## config.mk

```make
export PLATFORM = sky130hd
export DESIGN_NAME = cus42_vram_arbiter_flat
export DESIGN_NICKNAME = d
export VERILOG_FILES = /design/src/rtl/cus42_vram_arbiter_if.sv /design/src/rtl/cus42_vram_arbiter.sv /design/src/flat_wrapper.sv
export SDC_FILE = /design/constraint.sdc
export NUM_CORES = 1
export LEC_CHECK = 0
export CAP_MARGIN = 20
export CORE_MARGIN = 2
export CORE_UTILIZATION = 42
export CTS_CLUSTER_DIAMETER = 200
export DETAILED_ROUTE_END_ITERATION = 8
export HOLD_SLACK_MARGIN = 0.03
export PLACE_DENSITY = 0.8
export REMOVE_ABC_BUFFERS = 1
export SLEW_MARGIN = 20
export SYNTH_ARGS = -nofsm -noshare
export SYNTH_HDL_FRONTEND = slang
export SYNTH_SLANG_ARGS = --single-unit
```

## constraint.sdc

```tcl
create_clock -name i_clk_6m -period 2.7 [get_ports i_clk_6m]
set_clock_uncertainty 0.1 [all_clocks]
set_input_delay 0.54 -clock i_clk_6m [delete_from_list [all_inputs] [get_ports i_clk_6m]]
set_output_delay 0.54 -clock i_clk_6m [all_outputs]
set_load 0.01 [all_outputs]
```

## src/rtl/cus42_vram_arbiter_if.sv

```systemverilog
// Signal bundle for cus42_vram_arbiter: layer cells, CPU handshake, tile RAM port and tile words.
// The vblank input exists only when CUS42_VBLANK_CPU_EN is defined.
interface cus42_vram_arbiter_if;
   logic        hsync;
   logic [10:0] la_cell;
   logic [10:0] lb_cell;
   logic        cpu_req;
   logic        cpu_we;
   logic [12:0] cpu_a;
   logic [7:0]  cpu_di;
   logic [7:0]  cpu_do;
   logic        cpu_ack;
   logic [12:0] ra;
   logic [7:0]  rd_o;
   logic [7:0]  rd_i;
   logic        rwe;
   logic        roe;
   logic [15:0] la_tile;
   logic        la_valid;
   logic [15:0] lb_tile;
   logic        lb_valid;
`ifdef CUS42_VBLANK_CPU_EN
   logic        vblank;
`endif

   modport slave (
`ifdef CUS42_VBLANK_CPU_EN
      input  vblank,
`endif
      input  hsync, la_cell, lb_cell, cpu_req, cpu_we, cpu_a, cpu_di, rd_i,
      output cpu_do, cpu_ack, ra, rd_o, rwe, roe, la_tile, la_valid, lb_tile, lb_valid
   );

   modport master (
`ifdef CUS42_VBLANK_CPU_EN
      output vblank,
`endif
      output hsync, la_cell, lb_cell, cpu_req, cpu_we, cpu_a, cpu_di, rd_i,
      input  cpu_do, cpu_ack, ra, rd_o, rwe, roe, la_tile, la_valid, lb_tile, lb_valid
   );
endinterface

```

## src/rtl/cus42_vram_arbiter.sv

```systemverilog
// Tilemap RAM slot arbiter: 8-phase cell with layer A/B byte fetches and a CPU window.
// Optional CUS42_VBLANK_CPU_EN turns every phase into a CPU slot while vblank is high.
module cus42_vram_arbiter #(
   parameter logic        HSYNC_ACTIVE  = 1'b1,
   parameter int unsigned CPU_LAST_SLOT = 6
) (
   input logic                 i_clk_6m,
   input logic                 i_rst_n,
   cus42_vram_arbiter_if.slave io_bus
);

   localparam logic [2:0] LastSlot = 3'(CPU_LAST_SLOT);

   typedef enum logic [1:0] {StIdle, StAccess, StDone} state_e;

   state_e      r_state, w_state_nxt;
   logic [2:0]  r_phase, w_phase_nxt;
   logic        r_hsync, w_hs_edge;
   logic        r_granted, w_granted_nxt, w_grant, w_win, w_vblank;
   logic        r_cpu_rd, w_cpu_rd_nxt;
   logic [12:0] r_ra, w_ra_nxt;
   logic [7:0]  r_rd_o, w_rd_o_nxt;
   logic        r_roe, w_roe_nxt, r_rwe, w_rwe_nxt;
   logic        r_fetch, w_fetch_nxt, r_cap_ok, w_cap;
   logic        r_half, w_half_nxt;
   logic [15:0] r_la_tile, w_la_tile_nxt, r_lb_tile, w_lb_tile_nxt;
   logic        r_la_valid, w_la_valid_nxt, r_lb_valid, w_lb_valid_nxt;

`ifdef CUS42_VBLANK_CPU_EN
   assign w_vblank = io_bus.vblank;
`else
   assign w_vblank = 1'b0;
`endif

   assign w_hs_edge   = (io_bus.hsync == HSYNC_ACTIVE) && (r_hsync != HSYNC_ACTIVE);
   assign w_phase_nxt = w_hs_edge ? 3'd0 : r_phase + 3'd1;
   assign w_win       = w_vblank || (w_phase_nxt[2] && (w_phase_nxt <= LastSlot));
   // The grant flag belongs to the current cell; a next phase of 0 starts a fresh cell.
   assign w_grant     = (r_state == StIdle) && io_bus.cpu_req && w_win &&
                        (!r_granted || (w_phase_nxt == 3'd0));
   assign w_granted_nxt = w_grant ? 1'b1 : ((w_phase_nxt == 3'd0) ? 1'b0 : r_granted);

   always_comb begin
      w_state_nxt  = r_state;
      w_ra_nxt     = r_ra;
      w_rd_o_nxt   = r_rd_o;
      w_roe_nxt    = 1'b0;
      w_rwe_nxt    = 1'b0;
      w_fetch_nxt  = 1'b0;
      w_cpu_rd_nxt = r_cpu_rd;
      unique case (r_state)
         StIdle:   if (w_grant) w_state_nxt = StAccess;
         StAccess: w_state_nxt = StDone;
         StDone:   w_state_nxt = StIdle;
         default:  w_state_nxt = StIdle;
      endcase
      if (w_grant) begin
         w_ra_nxt     = io_bus.cpu_a;
         w_cpu_rd_nxt = !io_bus.cpu_we;
         if (io_bus.cpu_we) begin
            w_rwe_nxt  = 1'b1;
            w_rd_o_nxt = io_bus.cpu_di;
         end else begin
            w_roe_nxt = 1'b1;
         end
      end else if (!w_vblank && !w_phase_nxt[2]) begin
         w_fetch_nxt = 1'b1;
         w_roe_nxt   = 1'b1;
         w_ra_nxt    = {w_phase_nxt[1], w_phase_nxt[1] ? io_bus.lb_cell : io_bus.la_cell,
                        w_phase_nxt[0]};
      end
   end

   // Data on rd_i belongs to last cycle's address; drop it if that fetch is being cut short.
   assign w_cap = r_cap_ok && !w_hs_edge;

   always_comb begin
      w_la_tile_nxt  = r_la_tile;
      w_lb_tile_nxt  = r_lb_tile;
      w_la_valid_nxt = 1'b0;
      w_lb_valid_nxt = 1'b0;
      w_half_nxt     = 1'b0;
      case (r_phase)
         3'd1: if (w_cap) begin
            w_la_tile_nxt[7:0] = io_bus.rd_i;
            w_half_nxt         = 1'b1;
         end
         3'd2: if (w_cap && r_half) begin
            w_la_tile_nxt[15:8] = io_bus.rd_i;
            w_la_valid_nxt      = 1'b1;
         end
         3'd3: if (w_cap) begin
            w_lb_tile_nxt[7:0] = io_bus.rd_i;
            w_half_nxt         = 1'b1;
         end
         3'd4: if (w_cap && r_half) begin
            w_lb_tile_nxt[15:8] = io_bus.rd_i;
            w_lb_valid_nxt      = 1'b1;
         end
         default: ;
      endcase
   end

   always_ff @(posedge i_clk_6m or negedge i_rst_n) begin
      if (!i_rst_n) begin
         r_state    <= StIdle;
         r_phase    <= 3'd0;
         r_hsync    <= ~HSYNC_ACTIVE;
         r_granted  <= 1'b0;
         r_cpu_rd   <= 1'b0;
         r_ra       <= 13'd0;
         r_rd_o     <= 8'd0;
         r_roe      <= 1'b0;
         r_rwe      <= 1'b0;
         r_fetch    <= 1'b0;
         r_cap_ok   <= 1'b0;
         r_half     <= 1'b0;
         r_la_tile  <= 16'd0;
         r_lb_tile  <= 16'd0;
         r_la_valid <= 1'b0;
         r_lb_valid <= 1'b0;
      end else begin
         r_state    <= w_state_nxt;
         r_phase    <= w_phase_nxt;
         r_hsync    <= io_bus.hsync;
         r_granted  <= w_granted_nxt;
         r_cpu_rd   <= w_cpu_rd_nxt;
         r_ra       <= w_ra_nxt;
         r_rd_o     <= w_rd_o_nxt;
         r_roe      <= w_roe_nxt;
         r_rwe      <= w_rwe_nxt;
         r_fetch    <= w_fetch_nxt;
         r_cap_ok   <= r_fetch;
         r_half     <= w_half_nxt;
         r_la_tile  <= w_la_tile_nxt;
         r_lb_tile  <= w_lb_tile_nxt;
         r_la_valid <= w_la_valid_nxt;
         r_lb_valid <= w_lb_valid_nxt;
      end
   end

   // Read data arrives on rd_i in the DONE cycle, so it is forwarded alongside the ACK.
   assign io_bus.cpu_do   = ((r_state == StDone) && r_cpu_rd) ? io_bus.rd_i : 8'h00;
   assign io_bus.cpu_ack  = (r_state == StDone);
   assign io_bus.ra       = r_ra;
   assign io_bus.rd_o     = r_rd_o;
   assign io_bus.roe      = r_roe;
   assign io_bus.rwe      = r_rwe;
   assign io_bus.la_tile  = r_la_tile;
   assign io_bus.la_valid = r_la_valid;
   assign io_bus.lb_tile  = r_lb_tile;
   assign io_bus.lb_valid = r_lb_valid;

endmodule

```

## src/flat_wrapper.sv

```systemverilog
// flat-port wrapper written by rule: the top's interface ports become plain ports
module cus42_vram_arbiter_flat 
#(
   parameter logic        HSYNC_ACTIVE  = 1'b1,
   parameter int unsigned CPU_LAST_SLOT = 6
)
  (i_clk_6m, i_rst_n, io_bus_hsync, io_bus_la_cell, io_bus_lb_cell, io_bus_cpu_req, io_bus_cpu_we, io_bus_cpu_a, io_bus_cpu_di, io_bus_rd_i, io_bus_cpu_do, io_bus_cpu_ack, io_bus_ra, io_bus_rd_o, io_bus_rwe, io_bus_roe, io_bus_la_tile, io_bus_la_valid, io_bus_lb_tile, io_bus_lb_valid);
  cus42_vram_arbiter_if io_bus_i ();
  input logic i_clk_6m;
  input logic i_rst_n;
  input wire logic [$bits(io_bus_i.hsync)-1:0] io_bus_hsync;
  input wire logic [$bits(io_bus_i.la_cell)-1:0] io_bus_la_cell;
  input wire logic [$bits(io_bus_i.lb_cell)-1:0] io_bus_lb_cell;
  input wire logic [$bits(io_bus_i.cpu_req)-1:0] io_bus_cpu_req;
  input wire logic [$bits(io_bus_i.cpu_we)-1:0] io_bus_cpu_we;
  input wire logic [$bits(io_bus_i.cpu_a)-1:0] io_bus_cpu_a;
  input wire logic [$bits(io_bus_i.cpu_di)-1:0] io_bus_cpu_di;
  input wire logic [$bits(io_bus_i.rd_i)-1:0] io_bus_rd_i;
  output wire logic [$bits(io_bus_i.cpu_do)-1:0] io_bus_cpu_do;
  output wire logic [$bits(io_bus_i.cpu_ack)-1:0] io_bus_cpu_ack;
  output wire logic [$bits(io_bus_i.ra)-1:0] io_bus_ra;
  output wire logic [$bits(io_bus_i.rd_o)-1:0] io_bus_rd_o;
  output wire logic [$bits(io_bus_i.rwe)-1:0] io_bus_rwe;
  output wire logic [$bits(io_bus_i.roe)-1:0] io_bus_roe;
  output wire logic [$bits(io_bus_i.la_tile)-1:0] io_bus_la_tile;
  output wire logic [$bits(io_bus_i.la_valid)-1:0] io_bus_la_valid;
  output wire logic [$bits(io_bus_i.lb_tile)-1:0] io_bus_lb_tile;
  output wire logic [$bits(io_bus_i.lb_valid)-1:0] io_bus_lb_valid;
  assign io_bus_i.hsync = io_bus_hsync;
  assign io_bus_i.la_cell = io_bus_la_cell;
  assign io_bus_i.lb_cell = io_bus_lb_cell;
  assign io_bus_i.cpu_req = io_bus_cpu_req;
  assign io_bus_i.cpu_we = io_bus_cpu_we;
  assign io_bus_i.cpu_a = io_bus_cpu_a;
  assign io_bus_i.cpu_di = io_bus_cpu_di;
  assign io_bus_i.rd_i = io_bus_rd_i;
  assign io_bus_cpu_do = io_bus_i.cpu_do;
  assign io_bus_cpu_ack = io_bus_i.cpu_ack;
  assign io_bus_ra = io_bus_i.ra;
  assign io_bus_rd_o = io_bus_i.rd_o;
  assign io_bus_rwe = io_bus_i.rwe;
  assign io_bus_roe = io_bus_i.roe;
  assign io_bus_la_tile = io_bus_i.la_tile;
  assign io_bus_la_valid = io_bus_i.la_valid;
  assign io_bus_lb_tile = io_bus_i.lb_tile;
  assign io_bus_lb_valid = io_bus_i.lb_valid;
  cus42_vram_arbiter #(.HSYNC_ACTIVE(HSYNC_ACTIVE), .CPU_LAST_SLOT(CPU_LAST_SLOT)) u_core (.i_clk_6m(i_clk_6m), .i_rst_n(i_rst_n), .io_bus(io_bus_i));
endmodule
```

==> run metrics <==
reg2reg path depth 6; post-DP HPWL around 5 mm; Longest Clk Path Bufs 2; HP Class input pin to asynchronous set/reset pin; cell taking the most area after synthesis dfrtp_1; Period minus WS final 2.53 ns; Std-Cell Rows 29; DRC Markers 0; highest attainable clock frequency 396 MHz; warnings from Yosys 0; Net Sw Frac 0.322; Total Wirelength roughly 6.7 mm; Max Cap Viol 0; postcts setup bufs 0; Power Density 1080 nW/um2; worst-path fanout max 9; relative slew slack 0.398; Routed wire per std cell roughly 16 um; Num CTS Buffers 9; Logic pwr share 0.447; Antenna Nets Post-Route 0; max-slew violation count 0; Crit Path Class flip-flop to flip-flop; initial antenna violation count 0; CP arrival between 2 and 3 ns; slew at the pin with the worst max-slew slack around 0.9 ns; Root Driver clkbuf_8; Core Area around 6400 um2; total clock sinks just under 70; CTS tree built; ANT cells 0; reg-to-reg startpoint u_core.r_phase[0]; first-pass GRT wire length roughly 11 mm; worst r2r dst u_core.io_bus.rd_o[1]; die height 85.3 um; CP endpoint kind flip-flop; Initial Util 0.435; Post-Syn Instances around 200; top cells by area, synth dfrtp_1 (61%), mux2_2 (17%), mux2i_1 (4.7%), a22oi_1 (3.0%), o21ai_0 (2.9%); Final GP Congestion roughly 0.84; Req. time, crit path roughly 2.8 ns; share of layout cells above drive strength 1 0.193; Tcrit/Tclk final 0.936; #FFs+latches synth roughly 70; vias about 2,100; Flop pwr share 0.373; Final Instance Area 4300 um2; worst skew pair latency 0.33 ns; clock share of power 0.180; CTS Hold Buffers Added 0; CTS clk-pin slew, worst paths 0.08 ns; Vias per Instance ~5.1; vias in the first global route 2,239; status completed; Die Area about 7300 um2; H-tree Lvls 3; # nets final 392; Ports about 120; Psw between 0.001 and 0.0015 W; Setup TNS Final 0 ns; Port Buffers 121; Die X about 85 um; largest net degree at the start of global routing 36; Netlist cell types 23; Setup-failing EPs final 0; DRT iter0 DRCs around 110; Post-CTS Resized 0; Post-Syn Area per Cell ~14 um2; Fill cells 491; unrepaired setup endpoints after global routing false; total grt overflow 0; setup slack, reg-to-reg between 0.15 and 0.2 ns; Syn-to-layout area delta 54.7%; post-synthesis sequential area ratio 0.612; Area after DPL 4100 um2; Pint ~0.0031 W; P_leak approximately 2.0 nW; DR pass1 iterations 4; VDD IR-drop max roughly 0.00064 V; startpoint types flip-flop; All-Layer GR Usage 0.194; Final Hold Viols 0; top-area cell type share of the netlist area 0.612; Cell Area, Synth about 2800 um2
## critical path: stages, from the launching register on
cell and delay (ns):
dfrtp_1 0.40, inv_1 0.10, ha_1 0.35, and2b_1 0.19
or4_4 0.53, nor3_4 0.36, mux2_2 0.38
## cell type report
type | count | area, um2 | area share
Sequential cell | 68 | 1700 | 0.396
Timing Repair Buffer | 126 | 1260 | 0.292
Multi-Input combinational cell | 119 | 1020 | 0.236
Clock buffer | 10 | 138 | 0.0320
Tap cell | 77 | 96.3 | 0.0224
Clock inverter | 6 | 63.8 | 0.0148
Inverter | 7 | 26.3 | 0.00611
## flip-flops by register name, indices dropped and copies added, names as in the netlist
signal                  count
u_core.r_granted            1
u_core.r_half               1
u_core.io_bus.lb_tile      16
u_core.r_cap_ok             1
u_core.io_bus.roe           1
u_core.r_fetch              1
u_core.r_state              2
u_core.io_bus.rwe           1
u_core.io_bus.la_valid      1
u_core.io_bus.ra           13
u_core.io_bus.lb_valid      1
u_core.io_bus.rd_o          8
u_core.io_bus.la_tile      16
u_core.r_hsync              1
u_core.r_phase              3
u_core.r_cpu_rd             1
## cell usage in the layout, fill, tap and decap left out
cell,synthesis,layout
clkinv_2,0,2
dfrtp_1,68,68
nand2_1,3,3
or4_4,1,1
buf_12,0,1
buf_4,0,4
inv_1,7,7
and2_1,1,1
nor3_4,1,1
mux2i_1,13,13
clkinv_4,0,1
a21oi_1,3,3
clkinvlp_4,0,2
clkdlybuf4s50_1,0,120
and3_1,10,10
nand2b_1,2,2
buf_2,1,1
nand3_1,3,3
ha_1,5,5
mux2_2,41,41
o21ai_0,16,15
bufinv_16,0,1
a22oi_1,11,11
and2b_1,1,1
nor2_1,3,3
o21ai_1,0,1
nor2b_1,3,3
nand4_1,1,1
clkbuf_8,0,10
nor3_1,1,1
## through the flow
step / util / setup slack (ns) / total power, W / hold WS (ns) / cells
2_1_floorplan: - / 0.219 / 0.00263 / 0.144 / 194
4_1_cts: 0.673 / 0.173 / 0.00469 / 0.185 / 413
5_1_grt: 0.673 / 0.0518 / 0.00491 / 0.226 / 413
3_3_place_gp: 0.641 / 0.188 / 0.00376 / 0.237 / 397
3_5_place_dp: 0.641 / 0.155 / 0.00384 / 0.235 / 397
6_report: 0.673 / 0.174 / 0.00463 / 0.164 / 413
## cell usage after synthesis
| cell type | instances |
|---|---|
| o21ai_0 | 16 |
| nand2_1 | 3 |
| a21oi_1 | 3 |
| or4_4 | 1 |
| nor2_1 | 3 |
| nand3_1 | 3 |
| and2b_1 | 1 |
| nand2b_1 | 2 |
| ha_1 | 5 |
| nor3_4 | 1 |
| buf_2 | 1 |
| a22oi_1 | 11 |
| nor2b_1 | 3 |
| mux2_2 | 41 |
| buf_6 | 1 |
| nor3_1 | 1 |
| dfrtp_1 | 68 |
| and2_1 | 1 |
| mux2i_1 | 13 |
| nand4_1 | 1 |
| clkbuf_1 | 5 |
| and3_1 | 10 |
| inv_1 | 7 |
## layer usage
metal	vias to the layer above	GRT usage	wire length, um
li1	981	-	-
met5	-	0	0
met3	10	0.0428	281
met4	0	0.101	148
met2	59	0.337	3560
met1	1042	0.224	2690
## power groups by stage
stage / logic (W) / clock network [W] / registers, W
5_1_grt: 0.00222 / 0.000905 / 0.00179
3_3_place_gp: 0.00204 / 0 / 0.00172
6_report: 0.00207 / 0.000833 / 0.00173
2_1_floorplan: 0.000732 / 0 / 0.00190
3_5_place_dp: 0.00209 / 0 / 0.00174
4_1_cts: 0.00210 / 0.000858 / 0.00173
## worst max path at each step
stage                            endpoint              start  slack (ns)  cells past startpoint
finish              u_core.io_bus.rd_o[1]  u_core.r_phase[0]        0.17                      6
global route        u_core.io_bus.rd_o[3]  u_core.r_phase[0]        0.05                      6
CTS                 u_core.io_bus.rd_o[1]  u_core.r_phase[0]        0.17                      6
detailed placement  u_core.io_bus.rd_o[1]  u_core.r_phase[0]        0.15                      6
global placement    u_core.io_bus.rd_o[3]     io_bus_cpu_req        0.19                      5
floorplan           u_core.io_bus.rd_o[0]  u_core.r_phase[0]        0.22                      6
## cell families (layout without fill, tap and decap cells)
| family | Yosys count | after routing | share of synthesized area |
|---|---|---|---|
| AOI/OAI and AO/OA | 30 | 30 | 0.0639 |
| and+or+nand+nor | 30 | 30 | 0.0662 |
| muxes | 54 | 54 | 0.213 |
| adders and majority gates | 5 | 5 | 0.0225 |
| DFF | 68 | 68 | 0.612 |
| buffers and inverters | 14 | 149 | 0.0221 |
No activity file was read; power rests on OpenSTA's default activity.
==> RTL edit 1: new RTL, config.mk and constraints unchanged <==
The 3 states of `state_e` get a one-hot encoding in 3 bits.
--- a/src/rtl/cus42_vram_arbiter.sv
+++ b/src/rtl/cus42_vram_arbiter.sv
@@ -13,3 +13,3 @@
 
-   typedef enum logic [1:0] {StIdle, StAccess, StDone} state_e;
+   typedef enum logic [2:0] {StIdle = 3'b001, StAccess = 3'b010, StDone = 3'b100} state_e;
 
Check against the original RTL: same outputs for any inputs over 10 cycles, from zero or initial values and one cycle with i_rst_n low; not proved beyond that.
==> RTL edit 1 against the unedited design <==
  * Global-route usage fell by 0.56 points
  * Highest routed layer unchanged
  * Worst setup slack better by 0.090 ns
  * Final area increased by 3.6%
  * Hold slack got worse by 0.053 ns
  * Sequential share of layout area shrank 0.80 points
  * First-iteration DRC count decreased by 56%
  * Power up 2.1%
  * Area after synthesis increased by 5.3%
  * Routed wire length is 3.8% higher
  * Cell count is 1.7% higher
  * Sequential cell count rose by 1
==> RTL edit 1: results (changes against the unedited design) <==
number of library cell types mapped by synthesis 34 (+48%); inverter count 9 (+2); Chip Width 87.5 um (+2.5%); #FFs+latches synth 69 (+1.5%); met2 usage 31.5% (-2.2 points); routed wl met2 3620 um (+1.5%); via count 2,164 (+3.4%); critical path arrival 1.80 ns (-0.85 ns); multi-input combinational area share 24.9% (+1.3 points); vias in the first global route 2,266 (+1.2%); Worst Tran Pin Value 0.610 ns (-0.288 ns); post-synthesis sequential area ratio 59.1% (-2.2 points); global placement routability congestion 0.768 (-8.0%); R2R Setup Slk 0.38 ns (+0.21 ns); status complete, no violations; area of the multi-input gates 0.00111 mm^2 (+9.2%); largest net degree at the start of global routing 32 (-11%); fin crit share 90.2% (-3.3 points); Worst Setup SP io_bus_rd_i[4]; reg2reg path depth 8 (+2); first-pass GRT wire length 10,900 um (+1.3%); M1 wire length 2890 um (+7.4%); Layout Cells excl Fill 420 (+1.7%); r2r endpoint u_core.io_bus.rd_o[0]$_DFFE_PN0P_; Tot GR Track Use 18.8% (-0.56 points); main area contributors after synthesis dfrtp_1 58%, mux2_2 12%, mux2i_1 4.4%; met3 Track Usage GR 3.51% (-0.77 points); buffer share of cell area 28.5% (-0.69 points); # fillers 505 (+2.9%); Reg area 0.00173 mm^2 (+1.5%); clock buffer count 13 (+3); clock share of power 18.5% (+0.5 points); DP Wirelength 5150 um (+2.5%); GR Layer Usage met1 23.2% (+0.88 points)
## RTL edit 1: kinds of logic after synthesis
group | synth area share (%)
AO/OA/AOI/OAI | 6.07
adder cells (fa/ha/maj) | 2.14
buffers and inverters | 2.99
flip-flops | 59.1
multiplexers | 20.9
AND/OR/NAND/NOR | 8.85
## RTL edit 1: how the worst min path moves through the flow
stage,slack [ns],cells past startpoint,endpoint
final,0.11,1,u_core.io_bus.la_tile[4]$_DFFE_PN0P_
after detailed placement,0.25,0,u_core.r_cap_ok$_DFF_PN0_
after global routing,0.16,1,u_core.io_bus.lb_tile[11]$_DFFE_PN0P_
after floorplan,0.14,0,u_core.io_bus.la_tile[0]$_DFFE_PN0P_
after global placement,0.23,0,u_core.r_cap_ok$_DFF_PN0_
after CTS,0.12,1,u_core.io_bus.la_tile[4]$_DFFE_PN0P_
## RTL edit 1: worst max-delay path, cell delays in order
cell and delay (ns):
clkdlybuf4s50_1 0.55, and3_1 0.17, clkdlybuf4s50_1 0.53
==> RTL edit 2: new RTL, same settings <==
Without the edit above. `HSYNC_ACTIVE` is set to 1'b1 in 2 places; all go to 1'b0.
--- a/src/rtl/cus42_vram_arbiter.sv
+++ b/src/rtl/cus42_vram_arbiter.sv
@@ -3,3 +3,3 @@
 module cus42_vram_arbiter #(
-   parameter logic        HSYNC_ACTIVE  = 1'b1,
+   parameter logic        HSYNC_ACTIVE  = 1'b0,
    parameter int unsigned CPU_LAST_SLOT = 6
--- a/src/flat_wrapper.sv
+++ b/src/flat_wrapper.sv
@@ -3,3 +3,3 @@
 #(
-   parameter logic        HSYNC_ACTIVE  = 1'b1,
+   parameter logic        HSYNC_ACTIVE  = 1'b0,
    parameter int unsigned CPU_LAST_SLOT = 6
Check against the original RTL: not equivalent (a bounded check fails within 4 cycles, from zero or initial values and one cycle with i_rst_n low).
==> RTL edit 2 against the unedited design <==
  * Sequential cell count unchanged
  * Routed wire length increased by 2.5%
  * Area after synthesis about the same
  * Worst setup slack improved by 0.019 ns
  * Via count about the same
  * Power increased by 2.2%
  * Final area increased by 1.1%
  * Largest cell class unchanged
==> RTL edit 2: results (changes against the unedited design) <==
status complete, no violations; largest net degree at the start of global routing 34 (-5.6%); Layout Cells excl Fill 416 (+0.73%); GR Layer Usage met1 24.2% (+1.8 points); share of layout cells above drive strength 1 20.4% (+1.0 points); First DRT Iteration DRCs 81 (-28%); TritonRoute pass-1 iters 4 (unchanged); Reg area 0.00170 mm^2 (about the same); adder-cell share of the synthesized area 2.25% (about the same); post-synthesis sequential area ratio 61.3% (about the same); Synth top cells by count 67 x dfrtp_1, 41 x mux2_2, 16 x o21ai_0, 13 x mux2i_1, 11 x a22oi_1; vias in the first global route 2,392 (+6.8%); DP Wirelength 5070 um (+0.99%); M1 wire length 2800 um (+4.0%); Post-Route WL 6850 um (+2.5%); worst vdd ir 0.696 mV (+9.6%); multi-input combinational area share 23.4% (-0.25 points); Place WS 0.140 ns (-0.0151 ns); Leak 1.98 nW (+0.82%); # fillers 483 (-1.6%); met2 usage 34.2% (+0.57 points); global placement routability congestion 0.780 (-6.6%); placed cells 400 (+0.76%); bufs w/o clock 129 (+2.4%); number of library cell types mapped by synthesis 24 (+4.3%); area of the multi-input gates 0.00102 mm^2 (unchanged); met3 Track Usage GR 5.25% (+0.97 points); Synth Area in Compound Gates 6.39% (about the same); main area contributors after synthesis dfrtp_1 60%, mux2_2 17%, mux2i_1 4.7%; met3 routed WL 357 um (+27%); Crit-path slowest cell or4_4; Tot GR Track Use 20.3% (+0.95 points); clock network area share 5.16% (+0.47 points); reg2reg path depth 6 (unchanged); first-pass GRT wire length 11,500 um (+7.1%); Placed Area 0.00412 mm^2 (+0.58%); via count 2,090 (-0.096%); routed wl met2 3480 um (-2.4%); multiplexer area fraction after synthesis 21.3% (about the same)
==> RTL edit 2: final timing paths <==
path | from | end | slack [ns]
worst max-delay path | u_core.r_phase[0]$_DFF_PN0_ | u_core.io_bus.rd_o[4]$_DFFE_PN0P_ | 0.19
worst min-delay path | i_rst_n | u_core.io_bus.lb_valid$_DFF_PN0_ | 0.08
worst max register to register | u_core.r_phase[0]$_DFF_PN0_ | u_core.io_bus.rd_o[4]$_DFFE_PN0P_ | 0.19
worst min register to register | u_core.r_fetch$_DFF_PN0_ | u_core.r_cap_ok$_DFF_PN0_ | 0.25
max in group asynchronous | i_rst_n | u_core.io_bus.ra[4]$_DFFE_PN0P_ | 1.82
min in group i_clk_6m | u_core.r_fetch$_DFF_PN0_ | u_core.r_cap_ok$_DFF_PN0_ | 0.25
==> RTL edit 2: report_power, final <==
| part | internal [W] | switching [W] |
|---|---|---|
| registers | 0.00147 | 0.000244 |
| logic | 0.00123 | 0.000855 |
| clock network | 0.000524 | 0.000409 |
